===== config.mk =====
export PLATFORM = sky130hd
export DESIGN_NAME = wb_result_sel
export DESIGN_NICKNAME = d
export VERILOG_FILES = /design/src/rtl/rv32_pkg.sv /design/src/rtl/load_align.sv /design/src/rtl/wb_result_sel.sv
export SDC_FILE = /design/constraint.sdc
export NUM_CORES = 1
export LEC_CHECK = 0
export BUFFER_PORTS_ARGS = -buffer_cell sky130_fd_sc_hd__buf_2
export CAP_MARGIN = 0
export CORE_ASPECT_RATIO = 1.75
export CORE_UTILIZATION = 44
export DETAILED_ROUTE_END_ITERATION = 8
export GPL_TIMING_DRIVEN = 0
export PLACE_DENSITY = 0.83
export REMOVE_ABC_BUFFERS = 1
export SLEW_MARGIN = 20
export SYNTH_ARGS = -nofsm -noshare
export SYNTH_HDL_FRONTEND = slang
export SYNTH_SLANG_ARGS = --single-unit

===== constraint.sdc =====
create_clock -name clk -period 2.8 [get_ports clk]
set_clock_uncertainty 0.2 [all_clocks]
set_input_delay 0.14 -clock clk [delete_from_list [all_inputs] [get_ports clk]]
set_output_delay 0.14 -clock clk [all_outputs]
set_load 0.05 [all_outputs]

===== src/rtl/rv32_pkg.sv =====
// Shared RV32 types for the writeback path: result source codes,
// load funct3 encodings and the datapath width.
package rv32_pkg;

   localparam int XLEN = 32;

   typedef enum logic [1:0] {
      RES_ALU = 2'b00,
      RES_MEM = 2'b01,
      RES_PC4 = 2'b10,
      RES_IMM = 2'b11
   } result_src_t;

   localparam logic [2:0] F3_LB  = 3'b000;
   localparam logic [2:0] F3_LH  = 3'b001;
   localparam logic [2:0] F3_LW  = 3'b010;
   localparam logic [2:0] F3_LBU = 3'b100;
   localparam logic [2:0] F3_LHU = 3'b101;

endpackage


===== src/rtl/load_align.sv =====
// Load lane extraction and sign/zero extension of a raw memory word.
// Undefined funct3 codes behave as LW.
module load_align
   import rv32_pkg::*;
#(
   parameter int W = XLEN
) (
   input  logic [2:0]   funct3,
   input  logic [1:0]   addr_lo,
   input  logic [W-1:0] rdata,
   output logic [W-1:0] data,
   output logic         misaligned
);

   logic [7:0]  byte_v;
   logic [15:0] half_v;

   always_comb begin
      byte_v = rdata[8*addr_lo +: 8];
      half_v = addr_lo[1] ? rdata[31:16] : rdata[15:0];
   end

   always_comb begin
      data       = rdata;
      misaligned = 1'b0;
      unique case (funct3)
         F3_LB:  data = {{(W-8){byte_v[7]}}, byte_v};
         F3_LBU: data = {{(W-8){1'b0}}, byte_v};
         F3_LH: begin
            data       = {{(W-16){half_v[15]}}, half_v};
            misaligned = addr_lo[0];
         end
         F3_LHU: begin
            data       = {{(W-16){1'b0}}, half_v};
            misaligned = addr_lo[0];
         end
         default: begin
            data       = rdata;
            misaligned = (addr_lo != 2'b00);
         end
      endcase
   end

endmodule


===== src/rtl/wb_result_sel.sv =====
// Writeback register + result select; forwarding tap and instret counter.
// Define WB_MISALIGN_CHECK_EN to suppress and flag misaligned loads.
module wb_result_sel
   import rv32_pkg::*;
#(
   parameter int XLEN  = rv32_pkg::XLEN,
   parameter int CNT_W = 64
) (
   input  logic             clk,
   input  logic             reset,
   input  logic             stall,
   input  logic             flush,
   input  logic             in_valid,
   input  logic             in_reg_write,
   input  logic [4:0]       in_rd,
   input  logic [1:0]       in_result_src,
   input  logic [2:0]       in_funct3,
   input  logic [1:0]       in_addr_lo,
   input  logic [XLEN-1:0]  alu_result,
   input  logic [XLEN-1:0]  mem_rdata,
   input  logic [XLEN-1:0]  pc_plus4,
   input  logic [XLEN-1:0]  imm_val,
   output logic             rf_we,
   output logic [4:0]       rf_waddr,
   output logic [XLEN-1:0]  rf_wdata,
   output logic             fwd_valid,
   output logic [CNT_W-1:0] instret,
   output logic             misalign_err
);

   logic [XLEN-1:0] ld_data;
   logic [XLEN-1:0] sel_data;
   logic            ld_mis;
   logic            bad_ld;
   logic            we_d;
   result_src_t     src;

   load_align #(.W(XLEN)) u_align (
      .funct3     (in_funct3),
      .addr_lo    (in_addr_lo),
      .rdata      (mem_rdata),
      .data       (ld_data),
      .misaligned (ld_mis)
   );

   assign src = result_src_t'(in_result_src);

   always_comb begin
      sel_data = alu_result;
      unique case (src)
         RES_ALU: sel_data = alu_result;
         RES_MEM: sel_data = ld_data;
         RES_PC4: sel_data = pc_plus4;
         RES_IMM: sel_data = imm_val;
         default: sel_data = alu_result;
      endcase
   end

`ifdef WB_MISALIGN_CHECK_EN
   assign bad_ld = in_valid & (src == RES_MEM) & ld_mis;
`else
   logic unused_mis;
   assign unused_mis = ld_mis;
   assign bad_ld     = 1'b0;
`endif

   assign we_d = in_valid & in_reg_write & (in_rd != 5'd0) & ~bad_ld;

   always_ff @(posedge clk or posedge reset) begin
      if (reset) begin
         rf_we        <= 1'b0;
         rf_waddr     <= 5'd0;
         rf_wdata     <= '0;
         instret      <= '0;
         misalign_err <= 1'b0;
      end else if (flush) begin
         rf_we        <= 1'b0;
         misalign_err <= 1'b0;
      end else if (!stall) begin
         rf_we        <= we_d;
         rf_waddr     <= in_rd;
         rf_wdata     <= sel_data;
         misalign_err <= bad_ld;
         if (in_valid)
            instret <= instret + 1'b1;
      end
   end

   assign fwd_valid = rf_we;

endmodule

==> impl_metrics.json, run 1 <==
{
  "fillers": 1052,
  "grt_overflow": 0,
  "combPwrFrac_pct": 28.3,
  "placed_area_um2": 7081,
  "rows": 54,
  "viasPerCell": 5.583,
  "max_stage_delay_ns": 0.58,
  "die_height_um": 153.0,
  "layout-drive-gt1-share_pct": 33.15,
  "syn_area_um2": 5730,
  "syn_area_per_cell_um2": 9.288,
  "async_flop_share_pct": 100.0,
  "worstRegToRegCells": 5,
  "dp_hpwl_mm": 12.85,
  "yosysWarnings": 0,
  "start_util_pct": 45.60,
  "track_usage_pct": 28.80,
  "design_area_um2": 8077,
  "crit_buf_inv": 0,
  "p_per_area_nw_per_um2": 495.8,
  "maxCapViolations": 0,
  "finalSetupViolations": 0,
  "netSwitchingFraction_pct": 35.80,
  "hold_viol": 0,
  "drc": 0,
  "wl_met2_mm": 9.923,
  "fin_crit_ns": 2.678,
  "cpMostUsedCell": "or4b_4",
  "reg2reg_to": "instret[32]",
  "fmax_ghz": 0.3734,
  "r2r_slack_ns": 0.12,
  "ios": 250,
  "slew_headroom_pct": 26.58,
  "grt_pass1_vias": 6247,
  "htreeDepth": 3,
  "cp-start-kind": "flip-flop",
  "area_growth_pct": 40.94,
  "status": "finished clean",
  "n_antenna_cell": 0,
  "detail_route.iter0.violations": 349,
  "synth_edf_count": 0,
  "cts_root_buf": "clkbuf_16",
  "totalWireLength_mm": 18.87,
  "crit_path_start": "instret[9]",
  "cts.clk_slew.worst_paths_ns": 0.07,
  "grt_pass1_wl_mm": 30.14,
  "synth-seq-area-share_pct": 44.54,
  "p_seq_share_pct": 41.8,
  "min_from": "pc_plus4[8]",
  "synth_ff_type": "dfrtp_1",
  "die_area_um2": 13500,
  "synth-seq-cells": 102,
  "slew_viol_final": 0,
  "rsz0062_at_grt": "no",
  "clock_latency_ns": 0.35,
  "cp_max_fo": 7,
  "hold_ws_ns": 0.01662,
  "top_layer_used": "met4",
  "setup_slack_ns": 0.1217,
  "wl_per_cell_um": 17.44,
  "switching_power_mw": 1.433,
  "clockBufferDepth": 2,
  "vias": 6041,
  "met1_length_mm": 7.006,
  "nNetsFinal": 1057,
  "dr_wl_met3_mm": 1.095,
  "cp_cell_sequence": "and4_1 -> or4b_4 -> or4b_4 -> or3_4 -> xnor2_2",
  "finalCritPeriodShare_pct": 95.65,
  "place_ws_ns": -0.07870,
  "cp_data_required_time_ns": 2.83,
  "critPathCaptureType": "flip-flop",
  "die_w_um": 88.27,
  "path_delay_family": "simple AND/OR/NAND/NOR gates",
  "cp_slowest_cell": "or4b_4",
  "syn_inst": 617,
  "pwr-share-clk_pct": 29.9,
  "numClockSinks": 102,
  "synth.distinct_cells": 53,
  "portBuffers": 248,
  "arrival_ns": 2.71,
  "ant_nets": 0,
  "whs_path_depth": 5,
  "antenna_found_initial": 0,
  "gp_congestion": 0.8851,
  "grt_max_degree": 74,
  "cts_tree": "yes",
  "cts_buffers": 9,
  "leakagePower_nw": 3.951,
  "p_int_mw": 2.571,
  "hold_path_end": "rf_wdata[8]",
  "critPathKind": "flip-flop to flip-flop",
  "worst_slew_pin_slew_ns": 1.101,
  "first_pass_iters": 5,
  "r2r_start": "instret[9]",
  "worstHoldPathType": "primary input to flip-flop",
  "core_area_um2": 12570,
  "peakVddDrop_mv": 0.4706
}
[layout by cell type, fill, tap and decap left out, types with 15 or more instances in the layout]
master         instances
a21oi_1               27
buf_2                248
dfrtp_1              102
dlygate4sd3_1         68
inv_1                 25
mux2i_1               22
nand2_1               62
nand3_1               23
nand4_1               15
nor2_1                44
nor3_1                22
o211ai_1              19
o21ai_0               41
o22ai_1               15
xnor2_1               36
xor2_1                26
[synthesized netlist by cell type, drive strengths merged, types with 3 or more instances]
| library cell | instances | share of area [%] |
|---|---|---|
| dfrtp | 102 | 45 |
| nand2 | 62 | 4.1 |
| nor2 | 45 | 2.9 |
| o21ai | 41 | 3.6 |
| xnor2 | 37 | 5.8 |
| nor3 | 29 | 3.1 |
| clkbuf | 28 | 1.8 |
| a21oi | 27 | 2.4 |
| inv | 26 | 1.7 |
| xor2 | 26 | 4.0 |
| nand3 | 24 | 2.1 |
| mux2i | 22 | 3.8 |
| o211ai | 19 | 2.5 |
| nand4 | 15 | 1.6 |
| o22ai | 15 | 1.6 |
| buf | 10 | 0.98 |
| a211oi | 7 | 0.92 |
| mux2 | 7 | 1.4 |
| nor4 | 7 | 1.2 |
| and4 | 6 | 0.92 |
| a21o | 5 | 0.66 |
| or3 | 5 | 0.72 |
| and3 | 4 | 0.44 |
| nor2b | 4 | 0.44 |
| o221ai | 4 | 0.61 |
| o31ai | 4 | 0.52 |
| a2111oi | 3 | 0.46 |
| a22o | 3 | 0.46 |
| and2 | 3 | 0.33 |
| nand2b | 3 | 0.33 |
| nor3b | 3 | 0.48 |
[state kept, by name, summed over array words and instances (netlist names)]
signal	flops
instret	64
rf_waddr	5
rf_wdata	32
fwd_valid	1
[worst max path at each step]
stage                         endpoint  slack, ns  cells after the start
after floorplan              fwd_valid      -0.22                      1
after global placement    rf_wdata[16]      -1.74                      4
after detailed placement   instret[63]      -0.08                      5
after CTS                 rf_wdata[13]       0.03                      5
after global routing       instret[32]       0.08                      5
final                      instret[32]       0.12                      5
[worst min-delay path, delay by kind of cell]
family / cells / cell delay (ns)
buffers and inverters: 2 / 0.10
and+or+nand+nor: 1 / 0.09
AOI/OAI and AO/OA: 2 / 0.19
[per-layer routing]
layer,GRT usage [%],vias up
li1,-,2788
met1,31.80,2902
met2,50.66,286
met3,4.590,65
met4,16.44,0
met5,0,-
[kinds of logic after synthesis]
| kind of cell | count (synthesis) | synth area share [%] |
|---|---|---|
| buf+inv | 64 | 4.519 |
| other cells | 1 | 0.06544 |
| flops | 102 | 44.54 |
| xor+xnor | 63 | 9.760 |
| simple gates | 215 | 19.41 |
| fa+ha+maj | 1 | 0.2183 |
| mux | 31 | 6.004 |
| compound gates | 140 | 15.48 |
[power groups by stage]
| stage | registers [mW] | logic, mW | clock network, mW |
|---|---|---|---|
| after floorplan | 2.10 | 0.269 | 0 |
| after CTS | 1.67 | 1.12 | 1.23 |
| final | 1.67 | 1.14 | 1.20 |
| after global placement | 1.69 | 1.01 | 0 |
| after global routing | 1.69 | 1.21 | 1.27 |
| after detailed placement | 1.69 | 1.04 | 0 |
[stage by stage]
stage	utilization (%)	instances	setup TNS (ns)	power, mW
6_report	64.27	1082	0	4.004
5_1_grt	64.27	1082	0	4.165
4_1_cts	64.01	1080	0	4.015
3_3_place_gp	55.86	995	-181.67	2.708
3_5_place_dp	56.34	997	-0.2404	2.732
2_1_floorplan	-	579	-23.60	2.368
[cell type report]
class,count,area (um^2),area share [%]
Clock buffer,9,225.2,2.789
Clock inverter,6,52.55,0.6507
Inverter,26,102.6,1.270
Multi-Input combinational cell,451,2949,36.51
Sequential cell,102,2552,31.60
Tap cell,168,210.2,2.603
Timing Repair Buffer,320,1984,24.57
[repair_timing]
| action | CTS | global route |
|---|---|---|
| hold buffers | 68 | 0 |
| pin swaps | 0 | 1 |
| buffers inserted | 0 | 2 |
| setup endpoints to repair | 7 | 21 |
| hold endpoints to repair | 136 | 0 |
| resized for setup | 2 | 4 |
Power figures use the tool's default switching activity.
==> inputs of run 2 (changes only) <==
--- a/config.mk
+++ b/config.mk
@@ -7,11 +7,13 @@
 export LEC_CHECK = 0
 export BUFFER_PORTS_ARGS = -buffer_cell sky130_fd_sc_hd__buf_2
 export CAP_MARGIN = 0
+export CELL_PAD_IN_SITES_DETAIL_PLACEMENT = 0
+export CELL_PAD_IN_SITES_GLOBAL_PLACEMENT = 1
 export CORE_ASPECT_RATIO = 1.75
-export CORE_UTILIZATION = 44
+export CORE_UTILIZATION = 31
 export DETAILED_ROUTE_END_ITERATION = 8
 export GPL_TIMING_DRIVEN = 0
-export PLACE_DENSITY = 0.83
+export PLACE_DENSITY = 0.81
 export REMOVE_ABC_BUFFERS = 1
 export SLEW_MARGIN = 20
 export SYNTH_ARGS = -nofsm -noshare
==> run 2 against run 1 <==
  * Setup slack got worse by 0.0096 ns
  * Clock power rose by 16%
  * Clock-buffer cell count did not move
  * Core utilization fell by 19 points
  * Worst hold slack got worse by 0.0049 ns
  * Total power rose by 4.2%
  * Routed wire length rose by 3.0%
  * Non-clock buffer count fell by 2
  * Largest cell class unchanged
==> impl_metrics.json, run 2 (synthesis results as in run 1) <==
{
  "ant_nets": 0,
  "final.setup.tns_ns": 0,
  "grt_pass1_wl_mm": 30.71,
  "fin_crit_ns": 2.688,
  "p_seq_share_pct": 40.1,
  "clock_latency_ns": 0.35,
  "drc": 0,
  "pwr-share-clk_pct": 33.2,
  "top_regs": "instret (64), rf_wdata (32), rf_waddr (5)",
  "status": "finished clean",
  "arrival_ns": 2.71,
  "critPathKind": "flip-flop to flip-flop",
  "netSwitchingFraction_pct": 35.86,
  "cp_slowest_cell": "or4b_4",
  "area_growth_pct": 43.19,
  "cts_tree": "yes",
  "critPathCaptureType": "flip-flop",
  "grt_overflow": 0,
  "leakagePower_nw": 3.993,
  "place_ws_ns": -0.1713,
  "slew_headroom_pct": 26.72,
  "stdcell_count": 1147,
  "cp_data_required_time_ns": 2.82,
  "r2r_start": "instret[9]",
  "htreeDepth": 3,
  "n_antenna_cell": 0,
  "grt_pass1_vias": 5958,
  "finalSetupViolations": 0,
  "grt_max_degree": 71,
  "layout-drive-gt1-share_pct": 33.19,
  "wl_per_cell_um": 16.94,
  "p_per_area_nw_per_um2": 508.6,
  "totalWireLength_mm": 19.43,
  "cp_num_cells": 5,
  "cts_root_buf": "clkbuf_16",
  "largest_register_ffs": 64,
  "path_delay_family": "simple AND/OR/NAND/NOR gates",
  "antenna_found_initial": 0,
  "peakVddDrop_mv": 0.2495,
  "die_w_um": 104.8,
  "cp-endpoint": "instret[32]",
  "viasPerCell": 5.001,
  "cts_buffers": 9,
  "cts_setup_buffers": 0,
  "nNetsFinal": 1055,
  "fillers": 1805,
  "gp_congestion": 0.9042,
  "rsz0062_at_grt": "no",
  "rows": 65,
  "r2r_slack_ns": 0.11,
  "start_util_pct": 31.74,
  "crit_path_start": "instret[9]",
  "core_area_um2": 18050,
  "finalCritPeriodShare_pct": 96.00,
  "worst_slew_pin_slew_ns": 1.099,
  "vias": 5736,
  "first_pass_iters": 4,
  "maxCapViolations": 0,
  "slew_viol_final": 0,
  "die_area_um2": 19050,
  "final_common_cell": "buf_2",
  "p_total_mw": 4.173,
  "detail_route.iter0.violations": 195,
  "cp-start-kind": "flip-flop",
  "switching_power_mw": 1.497,
  "crit_buf_inv": 0,
  "worstRegToRegCells": 5,
  "portBuffers": 248,
  "max_stage_delay_ns": 0.59,
  "cts.clk_slew.worst_paths_ns": 0.08,
  "ios": 250,
  "worstHoldPathType": "primary input to flip-flop",
  "reg2reg_to": "instret[32]",
  "dp_hpwl_mm": 14.20,
  "hold_viol": 0,
  "cp_cell_sequence": "and4_1 -> or4b_4 -> or4b_4 -> or3_4 -> xnor2_2",
  "clockBufferDepth": 2,
  "setup_slack_ns": 0.1120,
  "p_int_mw": 2.676,
  "top_register": "instret",
  "cpMostUsedCell": "or4b_4",
  "combPwrFrac_pct": 26.7,
  "cp_max_fo": 7,
  "dp_cells": 1063,
  "fmax_ghz": 0.3720,
  "layout_common_cells": "buf_2 (248), dfrtp_1 (102), dlygate4sd3_1 (68)",
  "track_usage_pct": 20.39,
  "die_height_um": 181.9,
  "numClockSinks": 102
}
-- run 2: stage by stage --
step	util, %	instance area, um^2	hold WS (ns)
finish	45.45	8205	0.01169
floorplan	-	5569	0.006409
global route	45.45	8205	0.01804
detailed placement	39.67	7163	-0.04725
global placement	39.34	7103	0.1486
CTS	45.32	8182	0.000008549
-- run 2: worst register-to-register path, delay by kind of cell, from the launching register on --
family / cells / cell delay, ns
xor+xnor: 1 / 0.14
simple gates: 4 / 1.79
flops: 1 / 0.44
-- run 2: how the worst min path moves through the flow --
stage | from | endpoint | slack [ns] | cells past startpoint
finish | flush | rf_wdata[13] | 0.01 | 3
global route | mem_rdata[14] | rf_wdata[14] | 0.02 | 3
CTS | flush | rf_wdata[13] | 0.000009 | 3
detailed placement | reset | rf_waddr[0] | -0.05 | 2
global placement | in_rd[0] | rf_waddr[0] | 0.15 | 3
floorplan | flush | fwd_valid | 0.006 | 1
-- run 2: what timing repair did --
action	in CTS	in global routing
endpoints found under the setup margin	20	35
hold endpoints to repair	138	0
gates cloned	0	0
pin swaps	0	1
hold buffers	68	0
gates resized for setup	3	5
-- run 2: power by group through the flow --
stage | logic [mW] | clock network [mW] | registers (mW)
floorplan | 0.269 | 0 | 2.10
global placement | 1.03 | 0 | 1.70
detailed placement | 1.05 | 0 | 1.70
CTS | 1.12 | 1.44 | 1.67
global route | 1.19 | 1.49 | 1.69
finish | 1.12 | 1.39 | 1.67
-- run 2: cell type report --
cell class / instances / area, um^2 / area share [%]
clock buffer: 9 / 225.2 / 2.745
clock inverter: 7 / 102.6 / 1.250
inverter: 26 / 102.6 / 1.250
multi-input combinational: 451 / 2960 / 36.08
sequential: 102 / 2552 / 31.11
tap: 234 / 292.8 / 3.568
timing repair buffer: 318 / 1969 / 24.00
-- run 2: metal layers --
metal,vias up,routed length [um],GRT usage [%]
met5,-,0,0
met4,0,569,7.662
met3,28,910,3.266
met2,185,10600,39.79
met1,2754,7356,21.47
li1,2769,-,-
